[config.mk]
export PLATFORM = sky130hd
export DESIGN_NAME = mc_ctrl_hs
export DESIGN_NICKNAME = d
export VERILOG_FILES = /design/src/rtl/mc_ctrl_pkg.sv /design/src/rtl/mc_ctrl_hs_decode.sv /design/src/rtl/mc_ctrl_hs.sv
export SDC_FILE = /design/constraint.sdc
export NUM_CORES = 1
export LEC_CHECK = 0
export ABC_CLOCK_PERIOD_IN_PS = 5800
export BUFFER_PORTS_ARGS = -buffer_cell sky130_fd_sc_hd__buf_2
export CAP_MARGIN = 10
export CORE_MARGIN = 2
export CORE_UTILIZATION = 56
export DETAILED_ROUTE_END_ITERATION = 8
export GPL_TIMING_DRIVEN = 1
export PLACE_DENSITY_LB_ADDON = 0.3
export SKIP_LAST_GASP = 1
export SLEW_MARGIN = 20
export SYNTH_ARGS = -nofsm -noshare
export SYNTH_HDL_FRONTEND = slang
export SYNTH_SLANG_ARGS = --single-unit
[constraint.sdc]
create_clock -name clk -period 5.8 [get_ports clk]
set_input_delay 1.16 -clock clk [delete_from_list [all_inputs] [get_ports clk]]
set_output_delay 1.16 -clock clk [all_outputs]
set_load 0.05 [all_outputs]
[src/rtl/mc_ctrl_pkg.sv]
// mc_ctrl_pkg: shared constants and types for the multi-cycle MIPS controller.
//   - FSM state codes (3-bit, also exported on state_o)
//   - ALU_* operation codes (4-bit, zero-extended to ALUOP_W at the top)
//   - datapath mux select constants (PCSRC_*, GPRSEL_*, WDSEL_*, ALUSRCA/B_*)
//   - opcode / funct constants and the decoded instruction flag struct
package mc_ctrl_pkg;

    // FSM states
    localparam logic [2:0] S_IF   = 3'd0;
    localparam logic [2:0] S_ID   = 3'd1;
    localparam logic [2:0] S_EXE  = 3'd2;
    localparam logic [2:0] S_MEM  = 3'd3;
    localparam logic [2:0] S_WB   = 3'd4;
    localparam logic [2:0] S_TRAP = 3'd5;

    // ALU operations
    localparam logic [3:0] ALU_NOP  = 4'd0;
    localparam logic [3:0] ALU_ADD  = 4'd1;
    localparam logic [3:0] ALU_SUB  = 4'd2;
    localparam logic [3:0] ALU_AND  = 4'd3;
    localparam logic [3:0] ALU_OR   = 4'd4;
    localparam logic [3:0] ALU_SLT  = 4'd5;
    localparam logic [3:0] ALU_SLTU = 4'd6;
    localparam logic [3:0] ALU_SLL  = 4'd7;
    localparam logic [3:0] ALU_NOR  = 4'd8;
    localparam logic [3:0] ALU_LUI  = 4'd9;
    localparam logic [3:0] ALU_SRL  = 4'd10;

    // Datapath mux selects
    localparam logic [2:0] PCSRC_ALU    = 3'd0;
    localparam logic [2:0] PCSRC_ALUOUT = 3'd1;
    localparam logic [2:0] PCSRC_JUMP   = 3'd2;
    localparam logic [2:0] PCSRC_RS     = 3'd3;
    localparam logic [2:0] PCSRC_TRAP   = 3'd4;

    localparam logic [1:0] GPRSEL_RD  = 2'd0;
    localparam logic [1:0] GPRSEL_RT  = 2'd1;
    localparam logic [1:0] GPRSEL_R31 = 2'd2;

    localparam logic [1:0] WDSEL_ALU = 2'd0;
    localparam logic [1:0] WDSEL_MEM = 2'd1;
    localparam logic [1:0] WDSEL_PC  = 2'd2;

    localparam logic [1:0] ALUSRCA_PC    = 2'd0;
    localparam logic [1:0] ALUSRCA_RS    = 2'd1;
    localparam logic [1:0] ALUSRCA_SHAMT = 2'd2;

    localparam logic [1:0] ALUSRCB_RT   = 2'd0;
    localparam logic [1:0] ALUSRCB_FOUR = 2'd1;
    localparam logic [1:0] ALUSRCB_IMM  = 2'd2;
    localparam logic [1:0] ALUSRCB_BOFF = 2'd3;

    // Opcodes
    localparam logic [5:0] OP_RTYPE = 6'h00;
    localparam logic [5:0] OP_J     = 6'h02;
    localparam logic [5:0] OP_JAL   = 6'h03;
    localparam logic [5:0] OP_BEQ   = 6'h04;
    localparam logic [5:0] OP_BNE   = 6'h05;
    localparam logic [5:0] OP_ADDI  = 6'h08;
    localparam logic [5:0] OP_SLTI  = 6'h0A;
    localparam logic [5:0] OP_ANDI  = 6'h0C;
    localparam logic [5:0] OP_ORI   = 6'h0D;
    localparam logic [5:0] OP_LUI   = 6'h0F;
    localparam logic [5:0] OP_LW    = 6'h23;
    localparam logic [5:0] OP_SW    = 6'h2B;

    // R-type funct codes
    localparam logic [5:0] FN_SLL  = 6'h00;
    localparam logic [5:0] FN_SRL  = 6'h02;
    localparam logic [5:0] FN_SLLV = 6'h04;
    localparam logic [5:0] FN_SRLV = 6'h06;
    localparam logic [5:0] FN_JR   = 6'h08;
    localparam logic [5:0] FN_JALR = 6'h09;
    localparam logic [5:0] FN_ADD  = 6'h20;
    localparam logic [5:0] FN_ADDU = 6'h21;
    localparam logic [5:0] FN_SUB  = 6'h22;
    localparam logic [5:0] FN_SUBU = 6'h23;
    localparam logic [5:0] FN_AND  = 6'h24;
    localparam logic [5:0] FN_OR   = 6'h25;
    localparam logic [5:0] FN_NOR  = 6'h27;
    localparam logic [5:0] FN_SLT  = 6'h2A;
    localparam logic [5:0] FN_SLTU = 6'h2B;

    // One-hot instruction flags; exactly one bit set for any Op/Funct pair.
    typedef struct packed {
        logic add_r, addu_r, sub_r, subu_r, and_r, or_r, nor_r, slt_r, sltu_r;
        logic sll_r, srl_r, sllv_r, srlv_r, jr_r, jalr_r;
        logic j, jal, beq, bne, addi, slti, andi, ori, lui, lw, sw;
        logic illegal;
    } inst_t;

    // ALU operation used in EXE for a decoded instruction.
    function automatic logic [3:0] alu_sel(input inst_t d);
        logic [3:0] a;
        a = ALU_ADD;
        if (d.sub_r | d.subu_r | d.beq | d.bne)       a = ALU_SUB;
        else if (d.and_r | d.andi)                    a = ALU_AND;
        else if (d.or_r | d.ori)                      a = ALU_OR;
        else if (d.slt_r | d.slti)                    a = ALU_SLT;
        else if (d.sltu_r)                            a = ALU_SLTU;
        else if (d.sll_r | d.sllv_r)                  a = ALU_SLL;
        else if (d.srl_r | d.srlv_r)                  a = ALU_SRL;
        else if (d.nor_r)                             a = ALU_NOR;
        else if (d.lui)                               a = ALU_LUI;
        return a;
    endfunction

endpackage

[src/rtl/mc_ctrl_hs_decode.sv]
// mc_decode: combinational instruction decoder.
//   op, funct : instruction opcode / R-type funct fields
//   dec       : one-hot instruction flags; dec.illegal for any unsupported pair
module mc_decode
    import mc_ctrl_pkg::*;
(
    input  logic [5:0] op,
    input  logic [5:0] funct,
    output inst_t      dec
);

    always_comb begin
        dec = '0;
        if (op == OP_RTYPE) begin
            case (funct)
                FN_ADD:  dec.add_r  = 1'b1;
                FN_ADDU: dec.addu_r = 1'b1;
                FN_SUB:  dec.sub_r  = 1'b1;
                FN_SUBU: dec.subu_r = 1'b1;
                FN_AND:  dec.and_r  = 1'b1;
                FN_OR:   dec.or_r   = 1'b1;
                FN_NOR:  dec.nor_r  = 1'b1;
                FN_SLT:  dec.slt_r  = 1'b1;
                FN_SLTU: dec.sltu_r = 1'b1;
                FN_SLL:  dec.sll_r  = 1'b1;
                FN_SRL:  dec.srl_r  = 1'b1;
                FN_SLLV: dec.sllv_r = 1'b1;
                FN_SRLV: dec.srlv_r = 1'b1;
                FN_JR:   dec.jr_r   = 1'b1;
                FN_JALR: dec.jalr_r = 1'b1;
                default: dec.illegal = 1'b1;
            endcase
        end else begin
            case (op)
                OP_J:    dec.j    = 1'b1;
                OP_JAL:  dec.jal  = 1'b1;
                OP_BEQ:  dec.beq  = 1'b1;
                OP_BNE:  dec.bne  = 1'b1;
                OP_ADDI: dec.addi = 1'b1;
                OP_SLTI: dec.slti = 1'b1;
                OP_ANDI: dec.andi = 1'b1;
                OP_ORI:  dec.ori  = 1'b1;
                OP_LUI:  dec.lui  = 1'b1;
                OP_LW:   dec.lw   = 1'b1;
                OP_SW:   dec.sw   = 1'b1;
                default: dec.illegal = 1'b1;
            endcase
        end
    end

endmodule

[src/rtl/mc_ctrl_hs.sv]
// mc_ctrl_hs: multi-cycle MIPS control FSM with memory handshake.
//   clk, rst (async, active low), Zero, Op, Funct, mem_ready : inputs
//   RegWrite/MemWrite/MemRead/PCWrite/IRWrite/EPCWrite     : enables
//   EXTOp, ALUOp, ALUSrcA/B, PCSource, GPRSel, WDSel, IorD  : datapath selects
//   trap    : one-cycle pulse in TRAP state
//   state_o : current FSM state
//   instret : retired-instruction counter (wraps)
module mc_ctrl_hs
    import mc_ctrl_pkg::*;
#(
    parameter int ALUOP_W = 4,
    parameter int MEM_HS  = 1,
    parameter int TRAP_EN = 1,
    parameter int CNT_W   = 32
) (
    input  logic               clk,
    input  logic               rst,
    input  logic               Zero,
    input  logic [5:0]         Op,
    input  logic [5:0]         Funct,
    input  logic               mem_ready,
    output logic               RegWrite,
    output logic               MemWrite,
    output logic               MemRead,
    output logic               PCWrite,
    output logic               IRWrite,
    output logic               EPCWrite,
    output logic               EXTOp,
    output logic [ALUOP_W-1:0] ALUOp,
    output logic [1:0]         ALUSrcA,
    output logic [1:0]         ALUSrcB,
    output logic [2:0]         PCSource,
    output logic [1:0]         GPRSel,
    output logic [1:0]         WDSel,
    output logic               IorD,
    output logic               trap,
    output logic [2:0]         state_o,
    output logic [CNT_W-1:0]   instret
);

    logic [2:0]       state_q, state_d;
    logic [CNT_W-1:0] instret_q, instret_d;
    inst_t            dec;
    logic             rdy, retire, itype_alu;

    // Raw (ungated) control values
    logic       reg_wr, mem_wr, mem_rd, pc_wr, ir_wr, epc_wr, trap_p;
    logic       ext_op, iord;
    logic [3:0] alu_code;
    logic [1:0] src_a, src_b, gpr_sel, wd_sel;
    logic [2:0] pc_src;

    mc_decode u_dec (
        .op    (Op),
        .funct (Funct),
        .dec   (dec)
    );

    assign rdy       = (MEM_HS != 0) ? mem_ready : 1'b1;
    assign itype_alu = dec.addi | dec.slti | dec.andi | dec.ori | dec.lui;

    always_comb begin
        state_d  = S_IF;
        reg_wr   = 1'b0;
        mem_wr   = 1'b0;
        mem_rd   = 1'b0;
        pc_wr    = 1'b0;
        ir_wr    = 1'b0;
        epc_wr   = 1'b0;
        trap_p   = 1'b0;
        ext_op   = 1'b1;
        alu_code = ALU_ADD;
        src_a    = ALUSRCA_RS;
        src_b    = ALUSRCB_RT;
        pc_src   = PCSRC_ALU;
        gpr_sel  = GPRSEL_RD;
        wd_sel   = WDSEL_ALU;
        iord     = 1'b0;
        case (state_q)
            S_IF: begin
                // PC+4 computed every cycle; only committed when the fetch completes.
                mem_rd  = 1'b1;
                src_a   = ALUSRCA_PC;
                src_b   = ALUSRCB_FOUR;
                pc_wr   = rdy;
                ir_wr   = rdy;
                state_d = rdy ? S_ID : S_IF;
            end
            S_ID: begin
                if (dec.j | dec.jal) begin
                    pc_src = PCSRC_JUMP;
                    pc_wr  = 1'b1;
                    if (dec.jal) begin
                        reg_wr  = 1'b1;
                        gpr_sel = GPRSEL_R31;
                        wd_sel  = WDSEL_PC;
                    end
                    state_d = S_IF;
                end else if (dec.jr_r | dec.jalr_r) begin
                    pc_src = PCSRC_RS;
                    pc_wr  = 1'b1;
                    if (dec.jalr_r) begin
                        reg_wr  = 1'b1;
                        gpr_sel = GPRSEL_RD;
                        wd_sel  = WDSEL_PC;
                    end
                    state_d = S_IF;
                end else if (dec.illegal) begin
                    state_d = (TRAP_EN != 0) ? S_TRAP : S_IF;
                end else begin
                    // Precompute branch target into ALUOut.
                    src_a   = ALUSRCA_PC;
                    src_b   = ALUSRCB_BOFF;
                    state_d = S_EXE;
                end
            end
            S_EXE: begin
                alu_code = alu_sel(dec);
                if (dec.beq | dec.bne) begin
                    pc_src  = PCSRC_ALUOUT;
                    pc_wr   = (dec.beq & Zero) | (dec.bne & ~Zero);
                    state_d = S_IF;
                end else if (dec.lw | dec.sw) begin
                    src_b   = ALUSRCB_IMM;
                    state_d = S_MEM;
                end else if (dec.sll_r | dec.srl_r) begin
                    src_a   = ALUSRCA_SHAMT;
                    state_d = S_WB;
                end else if (itype_alu) begin
                    src_b   = ALUSRCB_IMM;
                    ext_op  = ~(dec.andi | dec.ori | dec.lui);
                    state_d = S_WB;
                end else begin
                    state_d = S_WB;
                end
            end
            S_MEM: begin
                // Request held steady until the memory acknowledges.
                iord   = 1'b1;
                mem_rd = dec.lw;
                mem_wr = dec.sw;
                if (!rdy)        state_d = S_MEM;
                else if (dec.lw) state_d = S_WB;
                else             state_d = S_IF;
            end
            S_WB: begin
                reg_wr  = 1'b1;
                wd_sel  = dec.lw ? WDSEL_MEM : WDSEL_ALU;
                gpr_sel = (dec.lw | itype_alu) ? GPRSEL_RT : GPRSEL_RD;
                state_d = S_IF;
            end
            S_TRAP: begin
                epc_wr  = 1'b1;
                pc_wr   = 1'b1;
                pc_src  = PCSRC_TRAP;
                trap_p  = 1'b1;
                state_d = S_IF;
            end
            default: state_d = S_IF;
        endcase
    end

    // Only completed instructions count; TRAP exit and stray codes 6/7 do not.
    assign retire = (state_d == S_IF) &&
                    ((state_q == S_ID) || (state_q == S_EXE) ||
                     (state_q == S_MEM) || (state_q == S_WB));

    always_comb begin
        instret_d = instret_q;
        if (retire) instret_d = instret_q + CNT_W'(1);
    end

    always_ff @(posedge clk or negedge rst) begin
        if (!rst) begin
            state_q   <= S_IF;
            instret_q <= '0;
        end else begin
            state_q   <= state_d;
            instret_q <= instret_d;
        end
    end

    // Enables are gated by rst directly so a mid-access reset drops the
    // memory request combinationally, not on the next edge.
    assign RegWrite = rst & reg_wr;
    assign MemWrite = rst & mem_wr;
    assign MemRead  = rst & mem_rd;
    assign PCWrite  = rst & pc_wr;
    assign IRWrite  = rst & ir_wr;
    assign EPCWrite = rst & epc_wr;
    assign trap     = rst & trap_p;

    assign EXTOp    = ext_op;
    assign ALUOp    = ALUOP_W'(alu_code);
    assign ALUSrcA  = src_a;
    assign ALUSrcB  = src_b;
    assign PCSource = pc_src;
    assign GPRSel   = gpr_sel;
    assign WDSel    = wd_sel;
    assign IorD     = iord;
    assign state_o  = state_q;
    assign instret  = instret_q;

endmodule

Word level (Yosys, flattened, before mapping)
Cells that the tools add are included.
{"block": "word_totals", "reg_bits": 35, "input_bits": 16}
{"block": "op_classes", "add_sub_neg": 1, "n_eq_ne": 30, "n_mux": 95, "n_bitwise": 31, "n_reduce_logical": 10}
{"op": "6-bit == test, second input constant", "count": 11}
{"op": "1-bit two-way mux", "count": 50}
{"op": "6-bit by 4-bit == test with 1-bit output, second input constant", "count": 7}
{"op": "4-bit two-way mux", "count": 10}
{"op": "2-bit two-way mux", "count": 17}
{"op": "32-bit by 1-bit adder with 32-bit output, second input constant", "count": 1}
{"op": "6-bit by 3-bit == test with 1-bit output, second input constant", "count": 4}
{"op": "3-bit two-way mux", "count": 7}
{"op": "1-bit bitwise OR", "count": 21}
{"op": "6-bit by 2-bit == test with 1-bit output, second input constant", "count": 3}
{"op": "15-bit OR reduction", "count": 1}
{"op": "13-bit two-way mux", "count": 1}
{"op": "6-bit logical NOT", "count": 2}
{"op": "2-bit one-hot mux with 3 select lines", "count": 2}
{"op": "3-bit one-hot mux with 4 select lines", "count": 1}
{"op": "11-bit two-way mux", "count": 1}
{"op": "11-bit OR reduction", "count": 1}
{"op": "3-bit one-hot mux with 3 select lines", "count": 1}
{"op": "1-bit AND", "count": 8}
{"op": "2-bit one-hot mux with 2 select lines", "count": 2}
{"op": "3-bit by 2-bit == test with 1-bit output, second input constant", "count": 2}
{"op": "3-bit == test, second input constant", "count": 2}
{"op": "3-bit logical NOT", "count": 2}
{"op": "1-bit one-hot mux with 2 select lines", "count": 2}
{"op": "other kinds (5)", "count": 8}

Logic depth before layout (Yosys ltp)
{"block": "logic_depth", "ltp_word": 13, "mapped_depth": 10, "mapped_depth_nobuf": 6}

Cells and area by module
From an unflattened synthesis, not the netlist that was laid out.
{"block": "unflattened", "cells_unflattened": 298, "area_unflattened_um2": 2562.5}
{"module": "mc_ctrl_hs", "n_inst": 1, "cells_each": 224, "area_each_um2": 2144.6, "seq_area_each_um2": 875.8}
{"module": "mc_decode", "n_inst": 1, "cells_each": 74, "area_each_um2": 417.9, "seq_area_each_um2": 0.0}

Least setup slack after synthesis
OpenSTA, ideal clock, no wires.
{"block": "synth_timing", "path_kind": "input to output", "startpoint": "input Op[2]", "endpoint": "output RegWrite", "t_arrival_ns": 4.075, "t_required_ns": 4.640, "slack_ns": 0.565, "path_stages": 7, "path_buffers": 1, "path_cell_list": "clkbuf_1 > nor4_1 > and4_1 > nor2_1 > nor2_1 > nor2b_1 > o21a_1"}
{"block": "synth_between", "elab_chain_len": 7, "word_cells_on_any_way": 15, "classes_between": "2 x eq/ne; 9 x mux; 3 x bitwise; 1 x reduce/logical"}
{"element": "from (decl)", "line": "mc_ctrl_hs.sv:19", "rtl": "input logic [5:0] Op,"}
{"element": "6-bit by 2-bit == test with 1-bit output / 6-bit logical NOT (equally long branches)", "line": "mc_ctrl_hs_decode.sv:34, mc_ctrl_hs_decode.sv:14"}
{"element": "1-bit two-way mux / 13-bit two-way mux (equally long branches)", "line": "mc_ctrl_hs_decode.sv:34, mc_ctrl_hs_decode.sv:14"}
{"element": "11-bit two-way mux, or another cell as far along", "line": "mc_ctrl_hs_decode.sv:14", "rtl": "if (op == OP_RTYPE) begin"}
{"element": "1-bit two-way mux, or another cell as far along", "line": "mc_ctrl_hs.sv:93", "rtl": "if (dec.jal) begin"}
{"element": "1-bit two-way mux (*)", "line": "mc_ctrl_hs.sv:90", "rtl": "if (dec.j | dec.jal) begin"}
{"element": "1-bit one-hot mux with 2 select lines (*)", "line": "mc_ctrl_hs.sv:79", "rtl": "case (state_q)"}
{"element": "1-bit AND (*)", "line": "mc_ctrl_hs.sv:185", "rtl": "assign RegWrite = rst & reg_wr;"}
{"element": "to (decl)", "line": "mc_ctrl_hs.sv:22", "rtl": "output logic RegWrite,"}
Mark *: on every way between the ends. The rest lies on a longest branch, timed or not.

Worst setup path in the final report
{"block": "layout_timing", "startpoint": "input Op[0]", "endpoint": "output RegWrite"}
The elaborated chain is that of the path after synthesis.

==> qor.yml <==
outcome: "finished, final reports clean"
hold_path.class: "register to register"
dr.pass1.iters: 4
routabilityCongestion: 0.955
rsz0062_at_grt: "no"
irDropWorstVdd_v: 0.000169
via_count: 2396
cts_sinks: 35
grt_max_degree: 41
grt_usage_pct: 24.7
cts_setup_buffers: 0
synth.top_cell.area_share_pct: 35.6
cp.arrival_ns: 2.95
core_area_mm2: 0.00429
portBuffers: 74
fmax_mhz: 243
slowest_stage: "nor4_1"
clk_pin_slew_ns: 0.08
drt_iter0_markers: 108
via_per_inst: 5.82
min_period_ns: 4.11
gr-total-overflow: 0
synth.largest_area_cell: "dfrtp_1"
netlist_area_mm2: 0.00246
die_area_mm2: 0.00493
wl_per_cell_um: 14.5
die_w_um: 70.2
remaining_drc_errors: 0
switching_share_pct: 48.9
cts_tree: "built"
wl_mm: 5.96
dp_hpwl_mm: 4.40
relSlewSlack_pct: 43.6
power_mw: 1.00
start_util_pct: 57.2
critical_path_class: "input pin to output port"
grt_antenna_before_repair: 0
period_share_pct: 70.8
h-tree-depth: 2
die_h_um: 70.2
areaGrowthSynthToFinish_pct: 18.4
dpl_cell_area_mm2: 0.00280
finClkSkew_ns: 0.00782
ant_nets: 0
synthArstFlopShare_pct: 100
synth-edff-count: 0
grt_pass1_wl_mm: 9.96
nNetsFinal: 376
ys.flop_type: "dfrtp_1"
worst_pin_slew_ns: 0.846
rows: 24
p_leak_nw: 1.40
p_switching_uw: 491
clock_path_buffers: 2
clk_latency_ns: 0.29
synth-seq-area-share_pct: 35.6
setup_viol: 0
drv_cap: 0
syn_inst: 296
worstPathRequired_ns: 4.64
slowest_delay_ns: 0.46
timing_hold_violations_final: 0
yosys_warnings: 0
p_int_uw: 514
holdBufCountCts: 0
grt_pass1_vias: 2255
slew_viol_final: 0
syn-num-nets: 313
final_area_mm2: 0.00291
powerDensity_mw_per_mm2: 345
end_kind: "output port"
ios: 75
crit_chain: "buf_2 > nor4_1 > and4_1 > nor2_1 > nor2_1 > nor2b_1 > o21a_1 > buf_2"
tns_ns: 0
cts_buffers: 5
ys_ff_latch: 35
root_buffer: "clkbuf_8"
drive_above_1_share_pct: 27.2
worstPathMaxFanout: 16
ys_top_cells_by_area: "dfrtp_1 36%, xnor2_1 6.8%, xor2_1 5.0%"
syn-mean-instance-area_um2: 8.30
p_seq_share_pct: 32.2
pwr-share-comb_pct: 46.1
final_util_pct: 67.7
antennaDiodeCount: 0
synth_cell_types: 50
post_cts_resized: 0
pwr-share-clk_pct: 21.6
crit_path_start_kind: "input pin"
## synthesized netlist by cell type, types with 2 or more instances
| cell type | n |
|---|---|
| nor3_1 | 10 |
| dfrtp_1 | 35 |
| nor3b_1 | 3 |
| clkbuf_1 | 11 |
| nand4_1 | 10 |
| and3_1 | 5 |
| a211oi_1 | 2 |
| o311ai_0 | 2 |
| nand2_1 | 32 |
| a21oi_1 | 13 |
| nor2b_1 | 6 |
| and2_1 | 3 |
| nor4_1 | 5 |
| nor2_1 | 30 |
| nand2b_1 | 11 |
| or3_1 | 4 |
| nand3_1 | 20 |
| nor3_2 | 6 |
| a31oi_1 | 2 |
| and3b_1 | 2 |
| o21ai_0 | 9 |
| nand3_2 | 3 |
| or2_2 | 2 |
| buf_4 | 3 |
| a32o_1 | 2 |
| xor2_1 | 14 |
| or3b_2 | 2 |
| xnor2_1 | 19 |
| inv_1 | 7 |
| buf_2 | 2 |
| buf_6 | 2 |
## worst max-delay path: cells and delay by family
| family | cells | cell delay (ns) |
|---|---|---|
| buf+inv | 2 | 0.44 |
| compound gates | 1 | 0.12 |
| simple gates | 5 | 1.21 |
## cells by family (layout without fill, tap and decap cells)
| kind of cell | Yosys count | count (layout) | synth area share, % |
|---|---|---|---|
| XOR/XNOR | 33 | 33 | 11.8 |
| adder cells (fa/ha/maj) | 1 | 1 | 0.509 |
| buffers and inverters | 25 | 89 | 4.99 |
| AND/OR/NAND/NOR | 161 | 161 | 35.9 |
| flip-flops | 35 | 35 | 35.6 |
| AO/OA/AOI/OAI | 41 | 41 | 11.2 |
## stage by stage
step | worst slack, ns | cells | hold WS [ns]
after global placement | 1.81 | 404 | 0.452
after floorplan | 0.565 | 296 | 0.775
after global routing | 1.55 | 412 | 0.492
after CTS | 1.73 | 412 | 0.475
final | 1.69 | 412 | 0.476
after detailed placement | 1.74 | 404 | 0.465
## per-layer routing
metal | part of all wire, % | global-route usage [%] | wire (µm) | vias up
met3 | 4.6 | 3.46 | 276 | 10
met2 | 49 | 39.1 | 2940 | 81
met1 | 44 | 33.3 | 2630 | 1139
li1 | - | - | - | 1166
met4 | 1.8 | 11.3 | 107 | 0
met5 | 0 | 0 | 0 | -
## power groups by stage
| stage | Sequential [mW] | Combinational (mW) | Clock (mW) |
|---|---|---|---|
| global route | 0.331 | 0.497 | 0.228 |
| floorplan | 0.396 | 0.315 | 0 |
| CTS | 0.322 | 0.465 | 0.219 |
| global placement | 0.326 | 0.456 | 0 |
| finish | 0.324 | 0.463 | 0.217 |
| detailed placement | 0.325 | 0.463 | 0 |
## sequential cells by signal (all words and copies together), names as in the netlist
name     flops
instret     32
state_o      3
## cells in the final DEF (no fill, tap or decap), types with 3 or more instances in the layout
cell type  count
nor4_1         5
nand2b_1      11
nor3b_1        3
xor2_1        14
a21oi_1       13
inv_1          7
buf_2         74
nand3_2        3
nor3_2         6
nand4_1       10
nand3_1       20
o21ai_0        9
clkbuf_8       5
dfrtp_1       35
or3_1          4
nor2_1        30
nor3_1        10
nor2b_1        6
and2_1         3
nand2_1       32
xnor2_1       19
and3_1         5
## worst paths after layout
path	depth (start not counted)	end	start	slack, ns
max	8	RegWrite	Op[0]	1.69
max in group asynchronous	1	state_o[0]	rst	4.29
min reg2reg	1	instret[31]	instret[31]	0.48
max reg2reg	6	instret[4]	state_o[1]	3.07
min	1	instret[31]	instret[31]	0.48
min in group asynchronous	1	instret[14]	rst	0.98
## area by class of cell
| cell class | instances | area, µm² |
|---|---|---|
| Sequential cell | 35 | 876 |
| Clock buffer | 5 | 68.8 |
| Tap cell | 52 | 65.1 |
| Multi-Input combinational cell | 236 | 1460 |
| Fill cell | 379 | 1390 |
| Timing Repair Buffer | 74 | 370 |
| Clock inverter | 3 | 43.8 |
| Inverter | 7 | 26.3 |
Note: power is estimated with default switching activity, not from simulation.
